[src/rtl/rlbp_rx_pkg.sv]
// Shared types and defaults for the RLBP serial readout receiver.
// Optional parity support is enabled with RLBP_READOUT_RX_PARITY_EN.
package rlbp_rx_pkg;

  typedef enum logic [1:0] {
    IDLE,
    SHIFT,
    PARITY,
    WAIT_DONE
  } state_e;

  localparam int CODE_W_DEF  = 8;
  localparam int WPF_DEF     = 9;
  localparam int SYNC_STAGES = 2;
  localparam int FRM_CNT_W   = 16;

  function automatic logic odd_ones(input logic [31:0] v);
    return ^v;
  endfunction

endpackage

[src/rtl/rlbp_rx_fifo.sv]
// Synchronous word FIFO; head is presented from registered storage.
// A push into a full FIFO is accepted only if a pop happens in the same cycle.
module rlbp_rx_fifo
  import rlbp_rx_pkg::*;
#(
  parameter int W     = CODE_W_DEF + 1,
  parameter int DEPTH = 16
) (
  input  logic                       i_clk,
  input  logic                       i_rst,
  input  logic                       i_push,
  input  logic [W-1:0]               i_wdata,
  input  logic                       i_pop,
  output logic [W-1:0]               o_rdata,
  output logic                       o_full,
  output logic                       o_empty,
  output logic [$clog2(DEPTH+1)-1:0] o_level
);

  localparam int AW = $clog2(DEPTH);
  localparam int LW = $clog2(DEPTH+1);

  logic [W-1:0]  r_mem [DEPTH];
  logic [AW-1:0] r_wp;
  logic [AW-1:0] r_rp;
  logic [LW-1:0] r_cnt;

  logic w_pop;
  logic w_wr;

  assign o_full  = (r_cnt == LW'(DEPTH));
  assign o_empty = (r_cnt == '0);
  assign o_level = r_cnt;
  assign w_pop   = i_pop & ~o_empty;
  assign w_wr    = i_push & (~o_full | w_pop);
  assign o_rdata = o_empty ? '0 : r_mem[r_rp];

  always_ff @(posedge i_clk) begin
    if (w_wr) r_mem[r_wp] <= i_wdata;
  end

  always_ff @(posedge i_clk or posedge i_rst) begin
    if (i_rst) begin
      r_wp  <= '0;
      r_rp  <= '0;
      r_cnt <= '0;
    end else begin
      if (w_wr)  r_wp <= r_wp + 1'b1;
      if (w_pop) r_rp <= r_rp + 1'b1;
      r_cnt <= r_cnt + LW'(w_wr) - LW'(w_pop);
    end
  end

endmodule

[src/rtl/rlbp_readout_rx.sv]
// Oversampling receiver for the pixel-macro serial readout link.
// Define RLBP_READOUT_RX_PARITY_EN for a per-word even-parity bit.
module rlbp_readout_rx
  import rlbp_rx_pkg::*;
#(
  parameter int CODE_W          = CODE_W_DEF,
  parameter int WORDS_PER_FRAME = WPF_DEF,
  parameter int FIFO_DEPTH      = 16
) (
  input  logic                            wb_clk_i,
  input  logic                            wb_rst_i,
  input  logic                            rx_en_i,
  input  logic                            ser_clk_i,
  input  logic                            ser_data_i,
  input  logic                            ser_start_i,
  input  logic                            ser_done_i,
  output logic                            rd_valid_o,
  input  logic                            rd_ready_i,
  output logic [CODE_W-1:0]               rd_data_o,
  output logic                            rd_last_o,
  output logic [$clog2(FIFO_DEPTH+1)-1:0] level_o,
  output logic [FRM_CNT_W-1:0]            frame_cnt_o,
  output logic                            ovf_err_o,
  output logic                            frm_err_o,
`ifdef RLBP_READOUT_RX_PARITY_EN
  output logic                            par_err_o,
`endif
  input  logic                            err_clr_i,
  output logic                            irq_o
);

  localparam int BW = $clog2(CODE_W);
  localparam int WW = $clog2(WORDS_PER_FRAME + 1);
  localparam int SS = SYNC_STAGES;

  logic [SS-1:0] r_clk_sy;
  logic [SS-1:0] r_dat_sy;
  logic [SS-1:0] r_sta_sy;
  logic [SS-1:0] r_don_sy;
  logic          r_clk_d;
  logic          r_sta_d;
  logic          r_don_d;

  state_e              r_state;
  logic [BW-1:0]       r_bit_cnt;
  logic [WW-1:0]       r_word_cnt;
  logic [CODE_W-1:0]   r_sh;
  logic [FRM_CNT_W-1:0] r_frm_cnt;
  logic                r_irq;
  logic                r_ovf;
  logic                r_frm;

  logic              w_clk_rise;
  logic              w_sta_rise;
  logic              w_don_rise;
  logic              w_bit;
  logic              w_last;
  state_e            w_st;
  logic [BW-1:0]     w_bit_n;
  logic [WW-1:0]     w_word_n;
  logic [CODE_W-1:0] w_sh_n;
  logic              w_push;
  logic              w_frm_set;
  logic              w_good;
  logic              w_par_set;
  logic              w_full;
  logic              w_empty;
  logic              w_ovf_set;
  logic [CODE_W:0]   w_rdata;

  // Data rides the same synchroniser depth as the bit clock
  always_ff @(posedge wb_clk_i or posedge wb_rst_i) begin
    if (wb_rst_i) begin
      r_clk_sy <= '0;
      r_dat_sy <= '0;
      r_sta_sy <= '0;
      r_don_sy <= '0;
      r_clk_d  <= 1'b0;
      r_sta_d  <= 1'b0;
      r_don_d  <= 1'b0;
    end else begin
      r_clk_sy <= {r_clk_sy[SS-2:0], ser_clk_i};
      r_dat_sy <= {r_dat_sy[SS-2:0], ser_data_i};
      r_sta_sy <= {r_sta_sy[SS-2:0], ser_start_i};
      r_don_sy <= {r_don_sy[SS-2:0], ser_done_i};
      r_clk_d  <= r_clk_sy[SS-1];
      r_sta_d  <= r_sta_sy[SS-1];
      r_don_d  <= r_don_sy[SS-1];
    end
  end

  assign w_clk_rise = r_clk_sy[SS-1] & ~r_clk_d;
  assign w_sta_rise = r_sta_sy[SS-1] & ~r_sta_d;
  assign w_don_rise = r_don_sy[SS-1] & ~r_don_d;
  assign w_bit      = r_dat_sy[SS-1];
  assign w_last     = (r_word_cnt == WW'(WORDS_PER_FRAME - 1));

  always_comb begin
    w_st      = r_state;
    w_bit_n   = r_bit_cnt;
    w_word_n  = r_word_cnt;
    w_sh_n    = r_sh;
    w_push    = 1'b0;
    w_frm_set = 1'b0;
    w_good    = 1'b0;
    w_par_set = 1'b0;
    // Bit clock is handled first so a final bit plus done completes a frame
    unique case (r_state)
      IDLE: ;
      SHIFT: begin
        if (w_clk_rise) begin
          w_sh_n = {r_sh[CODE_W-2:0], w_bit};
          if (r_bit_cnt == BW'(CODE_W - 1)) begin
            w_bit_n = '0;
`ifdef RLBP_READOUT_RX_PARITY_EN
            w_st = PARITY;
`else
            w_push = 1'b1;
            if (w_last) w_st = WAIT_DONE;
            else w_word_n = r_word_cnt + 1'b1;
`endif
          end else begin
            w_bit_n = r_bit_cnt + 1'b1;
          end
        end
      end
`ifdef RLBP_READOUT_RX_PARITY_EN
      PARITY: begin
        if (w_clk_rise) begin
          w_push    = 1'b1;
          w_par_set = odd_ones(32'({r_sh, w_bit}));
          if (w_last) begin
            w_st = WAIT_DONE;
          end else begin
            w_st     = SHIFT;
            w_word_n = r_word_cnt + 1'b1;
          end
        end
      end
`endif
      WAIT_DONE: begin
        if (w_clk_rise) w_frm_set = 1'b1;
      end
      default: w_st = IDLE;
    endcase

    if (r_state == IDLE) begin
      if (w_sta_rise) begin
        w_st     = SHIFT;
        w_bit_n  = '0;
        w_word_n = '0;
      end
    end else if (w_sta_rise) begin
      w_frm_set = 1'b1;
      w_st      = SHIFT;
      w_bit_n   = '0;
      w_word_n  = '0;
    end else if (w_don_rise) begin
      if (w_st == WAIT_DONE) w_good = 1'b1;
      else w_frm_set = 1'b1;
      w_st = IDLE;
    end

    if (!rx_en_i) begin
      w_st      = IDLE;
      w_bit_n   = '0;
      w_word_n  = '0;
      w_push    = 1'b0;
      w_frm_set = 1'b0;
      w_good    = 1'b0;
      w_par_set = 1'b0;
    end
  end

  assign w_ovf_set = w_push & w_full & ~(rd_ready_i & ~w_empty);

  always_ff @(posedge wb_clk_i or posedge wb_rst_i) begin
    if (wb_rst_i) begin
      r_state    <= IDLE;
      r_bit_cnt  <= '0;
      r_word_cnt <= '0;
      r_sh       <= '0;
      r_frm_cnt  <= '0;
      r_irq      <= 1'b0;
      r_ovf      <= 1'b0;
      r_frm      <= 1'b0;
    end else begin
      r_state    <= w_st;
      r_bit_cnt  <= w_bit_n;
      r_word_cnt <= w_word_n;
      r_sh       <= w_sh_n;
      r_irq      <= w_good;
      if (w_good) r_frm_cnt <= r_frm_cnt + 1'b1;
      if (w_ovf_set) r_ovf <= 1'b1;
      else if (err_clr_i) r_ovf <= 1'b0;
      if (w_frm_set) r_frm <= 1'b1;
      else if (err_clr_i) r_frm <= 1'b0;
    end
  end

`ifdef RLBP_READOUT_RX_PARITY_EN
  logic r_par;

  always_ff @(posedge wb_clk_i or posedge wb_rst_i) begin
    if (wb_rst_i) r_par <= 1'b0;
    else if (w_par_set) r_par <= 1'b1;
    else if (err_clr_i) r_par <= 1'b0;
  end

  assign par_err_o = r_par;
`endif

  rlbp_rx_fifo #(
    .W     (CODE_W + 1),
    .DEPTH (FIFO_DEPTH)
  ) u_fifo (
    .i_clk   (wb_clk_i),
    .i_rst   (wb_rst_i),
    .i_push  (w_push),
    .i_wdata ({w_last, w_sh_n}),
    .i_pop   (rd_ready_i),
    .o_rdata (w_rdata),
    .o_full  (w_full),
    .o_empty (w_empty),
    .o_level (level_o)
  );

  assign rd_valid_o  = ~w_empty;
  assign rd_data_o   = w_rdata[CODE_W-1:0];
  assign rd_last_o   = w_rdata[CODE_W];
  assign frame_cnt_o = r_frm_cnt;
  assign ovf_err_o   = r_ovf;
  assign frm_err_o   = r_frm;
  assign irq_o       = r_irq;

endmodule

[config.mk]
export PLATFORM = sky130hd
export DESIGN_NAME = rlbp_readout_rx
export DESIGN_NICKNAME = d
export VERILOG_FILES = /design/src/rtl/rlbp_rx_pkg.sv /design/src/rtl/rlbp_rx_fifo.sv /design/src/rtl/rlbp_readout_rx.sv
export SDC_FILE = /design/constraint.sdc
export NUM_CORES = 1
export LEC_CHECK = 0
export ABC_AREA = 1
export CORE_ASPECT_RATIO = 0.75
export CORE_MARGIN = 1
export CORE_UTILIZATION = 45
export DETAILED_ROUTE_END_ITERATION = 10
export SYNTH_ARGS = -nofsm -noshare
export SYNTH_HDL_FRONTEND = slang
export SYNTH_HIERARCHICAL = 1
export SYNTH_SLANG_ARGS = --single-unit
export TNS_END_PERCENT = 50
[constraint.sdc]
create_clock -name wb_clk_i -period 2.7 [get_ports wb_clk_i]
set_clock_uncertainty 0.1 [all_clocks]
set_input_delay 0.27 -clock wb_clk_i [delete_from_list [all_inputs] [get_ports wb_clk_i]]
set_output_delay 0.27 -clock wb_clk_i [all_outputs]
set_load 0.1 [all_outputs]
-- Word level (Yosys, flattened, before mapping)
Memory sizes are Yosys's and may differ from the RTL's.
Cells that the tools add are included.
- bits in registers: 60
- bits in latches: 0
- memory bits (writable): 144
- bits in read-only memories: 0
- input bits: 9
- logic and storage cells: 101
- memories: 1
- add/sub/neg operators: 7
- $mul: 0
- div/mod/pow operators: 0
- $lt $le $gt $ge: 0
- equality and inequality tests: 10
- shift-type cells: 0
- multiplexer cells: 44
- bitwise operators: 14
- reductions and logical operators: 7
- memory list (memory ; depth ; width ; read ports ; clocked after Yosys merged registers in ; write ports ; line ; source):
    u_fifo.r_mem ; 16 ; 9 ; 1 ; 0 ; 1 ; rlbp_rx_fifo.sv:23 ; logic [W-1:0] r_mem [DEPTH];
- operator list (kind ; count):
    $mux 4 ; 6
    $mux 1 ; 21
    $add 16x1->16 const B ; 1
    $mux 2 ; 8
    $mux 8 ; 2
    $mux 3 ; 5
    $add 4x1->4 const B ; 3
    $mux 9 ; 1
    $ne 3x1->1 const B ; 3
    $and 1x1->1 ; 7
    $not 1->1 ; 6
    $add 5x1->5 ; 1
    $eq 5x5->1 const B ; 1
    $logic_not 5->1 ; 1
    $sub 5x1->5 ; 1
    $eq 2x2->1 const B ; 2
    $eq 4x4->1 const B ; 1
    $pmux 2 s2 ; 1
    $reduce_and 4->1 ; 1
    $reduce_bool 2->1 ; 2
    $add 3x1->3 const B ; 1
    $eq 3x3->1 const B ; 1
    $ne 3x3->1 const B ; 1
    $eq 2x1->1 const B ; 1
    4 further kinds ; 4

-- Depth between registers and ports, before layout
- depth after elaboration: 12
- gate-level depth with buffers: 14
- gate-level depth less buffers: 14

-- Modules after synthesis
The synthesis kept the hierarchy.
- modules (own cells, without submodules) (module ; instances ; cells each ; area each (um^2) ; seq. area each (um^2)):
    rlbp_rx_fifo ; 1 ; 571 ; 6608.8 ; 4649.5
    rlbp_readout_rx ; 1 ; 273 ; 2319.7 ; 1176.1

-- Worst setup path after synthesis
No wires, ideal clock.
- path kind: flip-flop to output port
- start point: register u_fifo.r_cnt[2] (netlist: u_fifo/o_level[2])
- end point: output port rd_data_o[0]
- data arrival time: 3117 ps
- slack: -787 ps
- stages on the path, launching flop included: 6
- buffers on the path: 0
- cell sequence: dfrtp_1 inv_1 ha_1 nand4_1 clkinv_1 a21oi_1
- cells in the longest elaborated chain, start to end: 2
- ends and longest elaborated chain (item ; line ; source):
    from (decl) ; rlbp_rx_fifo.sv:26 ; logic [LW-1:0] r_cnt;
    from (signal assigned) ; rlbp_rx_fifo.sv:50 ; r_cnt <= r_cnt + LW'(w_wr) - LW'(w_pop);
    $logic_not 5->1 ; rlbp_rx_fifo.sv:32 ; assign o_empty = (r_cnt == '0);
    net w_empty ; rlbp_readout_rx.sv:67 ; logic w_empty;
    $mux 9 ; rlbp_rx_fifo.sv:36 ; assign o_rdata = o_empty ? '0 : r_mem[r_rp];
    to (decl) ; rlbp_readout_rx.sv:19 ; output logic [CODE_W-1:0] rd_data_o,
The timed path passes the listed nets, and every way through them passes these cells.

-- Worst setup path in the final report
- start point: register u_fifo.r_rp[0]
- end point: output port rd_data_o[0]
- cells in the longest elaborated chain, start to end: 2
- ends and longest elaborated chain (item ; line ; source):
    from (decl) ; rlbp_rx_fifo.sv:25 ; logic [AW-1:0] r_rp;
    from (signal assigned) ; rlbp_rx_fifo.sv:49 ; if (w_pop) r_rp <= r_rp + 1'b1;
    $mem_v2 16x9 ; - ;
    $mux 9 ; rlbp_rx_fifo.sv:36 ;
No other way between the ends.

==> reports/qor.txt <==
Endpoints failing setup = 0
IR Drop Worst-Case VDD = 0.00233 V
TritonCTS clock tree = built
Pwr Density = 1100 nW/µm²
GPL Wtd Cong = 0.803
CP startpoint = u_fifo/r_rp[0]
Layout cell share with drive strength beyond 1 = 0.171
Via count = 5973
DIE WIDTH = 165 µm
Final Routed Wirelength = 20.0 mm
Commonest non-fill, non-tap cell in the layout = nand2_1
Die H = 124 µm
Die area = 20400 µm²
Reg2reg path depth = 14
Setup CP Type = reg -> out
CP Launch Type = flop
Synth Area in Simple Gates = 0.235
Total negative slack = 0 ps
CTS Sinks = 204
Number of diodes = 0
Critical Path End = rd_data_o[0]
Port Buf Inserts = 42
Hold Path Class = in -> async
Reg area = 5830 µm²
WL per Instance = 16.8 µm
Leakage = 0.00437 µW
Status = finished clean
RSZ-0062 raised after global routing = true
H-tree depth = 1
Length of the first detailed-routing pass in iterations = 5
Hold buffers post-CTS = 0
CTS Buffer Depth = 3
Final Hold Fails = 0
Worst reg2reg setup slack = 130 ps
Clock latency on the worst-skew pair = 490 ps
Post-Synth XOR/XNOR Area = 0.0157
Worst Max-Slew Pin Slew = 799 ps
Post-synthesis sequential area ratio = 0.652
Synth Area per Inst = 10.6 µm²
Routed Antenna Nets = 0
RR Startpoint = r_bit_cnt[0]
Initial DRC Count = 488
Post-synthesis mux area share = 0.00757
Largest net degree at the start of global routing = 53
Power Total = 11800 µW
Main combinational cell family by area after synthesis = simple AND/OR/NAND/NOR gates
Worst-path clk slew = 60 ps
Multi-input gate area = 2810 µm²
Ys Warns = 6
CP required = 2330 ps
GRT Total Usage = 0.203
CTS root buf = clkbuf_16
Num CTS Buffers = 21
Crit path max fanout = 16
Area grow syn2layout = 19.9%
Initial antenna violation count = 0
Final min period = 2610 ps
Arr. time, crit path = 2240 ps
Pre-CTS setup slack = -18.5 ps
Slew HR = 0.468
Commonest non-fill, non-tap cells in the layout = nand2_1, edfxtp_1, nand3_1
Core area = 19400 µm²
Post-Synth Adder-Cell Area = 0.0247
Compound-Gate Fraction of Synth Area = 0.0199
Reg-to-reg endpoint = u_fifo/o_level[4]
Row cnt = 44
Fillers = 1667
First-pass GRT wire length = 31.0 mm
Max Cap Viol = 0
Peak Freq = 383 MHz
Total grt overflow = 0
Number of global-route vias before repair = 5581
Residual DRC = 0
Final net count = 949
Post-route setup slack = 87.4 ps
Vias per cell = 5.02
Max-slew violation total from the final report = 0
Synthesized cell area = 8930 µm²
DP HPWL = 12.5 mm
Library cells used by synthesis = 34
Syn_nets = 870
Crit path capture type = output port
Starting density of the core = 0.461
#FFs+latches synth = 204
Tcrit/Tclk final = 0.968
Post-Synthesis Cells = 844
I/O pins = 43
routing by layer:
metal | up-vias | GRT usage | routed length [µm]
li1 | 3003 | - | -
met1 | 2773 | 0.316 | 9930
met2 | 175 | 0.286 | 8040
met3 | 22 | 0.0466 | 1690
met4 | 0 | 0.0424 | 311
met5 | - | 0 | 0
worst max-delay path, cell delays in order (launching register included):
cell and delay [ps]:
dfrtp_2 490, inv_6 140, clkbuf_16 190, nand2_1 60, nand3_1 110, nand3_1 130
nand2_1 110, nand2_1 70, a21oi_2 240, buf_12 210
power breakdown:
group	internal (µW)	switching [µW]
registers	3610	125
clock network	1700	1150
logic	1630	3550
total	6950	4820
registers in the layout (all words and copies together) (netlist names), 3 cells and up:
signal / count
frame_cnt_o: 16
u_fifo/r_rp: 4
r_word_cnt: 4
u_fifo/r_wp: 4
u_fifo/r_mem: 144
u_fifo/o_level: 5
r_sh: 8
r_bit_cnt: 3
cells by family after synthesis:
kind of cell	after synthesis
AOI/OAI and AO/OA	32
xor gates and xnor gates	16
muxes	6
and+or+nand+nor	491
adders and majority gates	17
DFF	204
buffers and inverters	78
final cells by class:
class | count | area share
clock inverters | 10 | 0.00900
repair buffers | 85 | 0.0816
inverters | 49 | 0.0182
multi-input cells | 562 | 0.263
clock buffers | 27 | 0.0541
flip-flops and latches | 204 | 0.545
well taps | 253 | 0.0296
repair_timing:
item	CTS	global route
buffers inserted	0	3
gates cloned	0	3
resized for setup	4	16
pin swaps	1	9
setup endpoints to repair	1	10
stage by stage:
| step | hold slack, ps | utilization | cells | area, µm² |
|---|---|---|---|---|
| 3_3_place_gp | 233 | 0.508 | 1147 | 9840 |
| 6_report | 49.5 | 0.552 | 1190 | 10700 |
| 4_1_cts | 67.0 | 0.544 | 1184 | 10500 |
| 5_1_grt | 93.7 | 0.552 | 1190 | 10700 |
| 2_1_floorplan | 46.7 | - | 844 | 8970 |
| 3_5_place_dp | 239 | 0.508 | 1147 | 9840 |
cells in the mapped netlist:
cell,number,share of area
a21boi_4,1,0.0021
clkinv_1,3,0.0013
fa_1,1,0.0022
buf_4,3,0.0025
xor2_1,9,0.0088
o31ai_1,1,0.00084
mux2_2,3,0.0038
buf_2,16,0.0090
buf_8,1,0.0017
o21ai_1,7,0.0039
inv_1,38,0.016
inv_2,8,0.0034
nor2_4,2,0.0025
nand2_2,7,0.0049
and3_2,1,0.00084
nor2_1,44,0.018
or2_2,1,0.00070
xnor2_1,7,0.0069
mux2_1,3,0.0038
o21ai_0,8,0.0045
nor4_1,1,0.00070
buf_6,9,0.011
a21oi_1,14,0.0078
and2_1,1,0.00070
nand3_1,131,0.073
nor2_2,2,0.0014
edfxtp_1,144,0.48
nand2_1,288,0.12
nand4_1,8,0.0056
dfrtp_1,60,0.17
a31oi_1,1,0.00070
nand2_4,2,0.0025
ha_1,16,0.022
nor3_1,3,0.0017
worst min-delay path by stage:
stage                 from                end
3_3_place_gp   r_sta_sy[0]        r_sta_sy[1]
4_1_cts           wb_rst_i        r_sta_sy[1]
5_1_grt           wb_rst_i          ovf_err_o
2_1_floorplan     wb_rst_i  u_fifo/o_level[4]
6_report          wb_rst_i        r_sta_sy[1]
3_5_place_dp   r_don_sy[0]        r_don_sy[1]
Power figures use the tool's default switching activity.
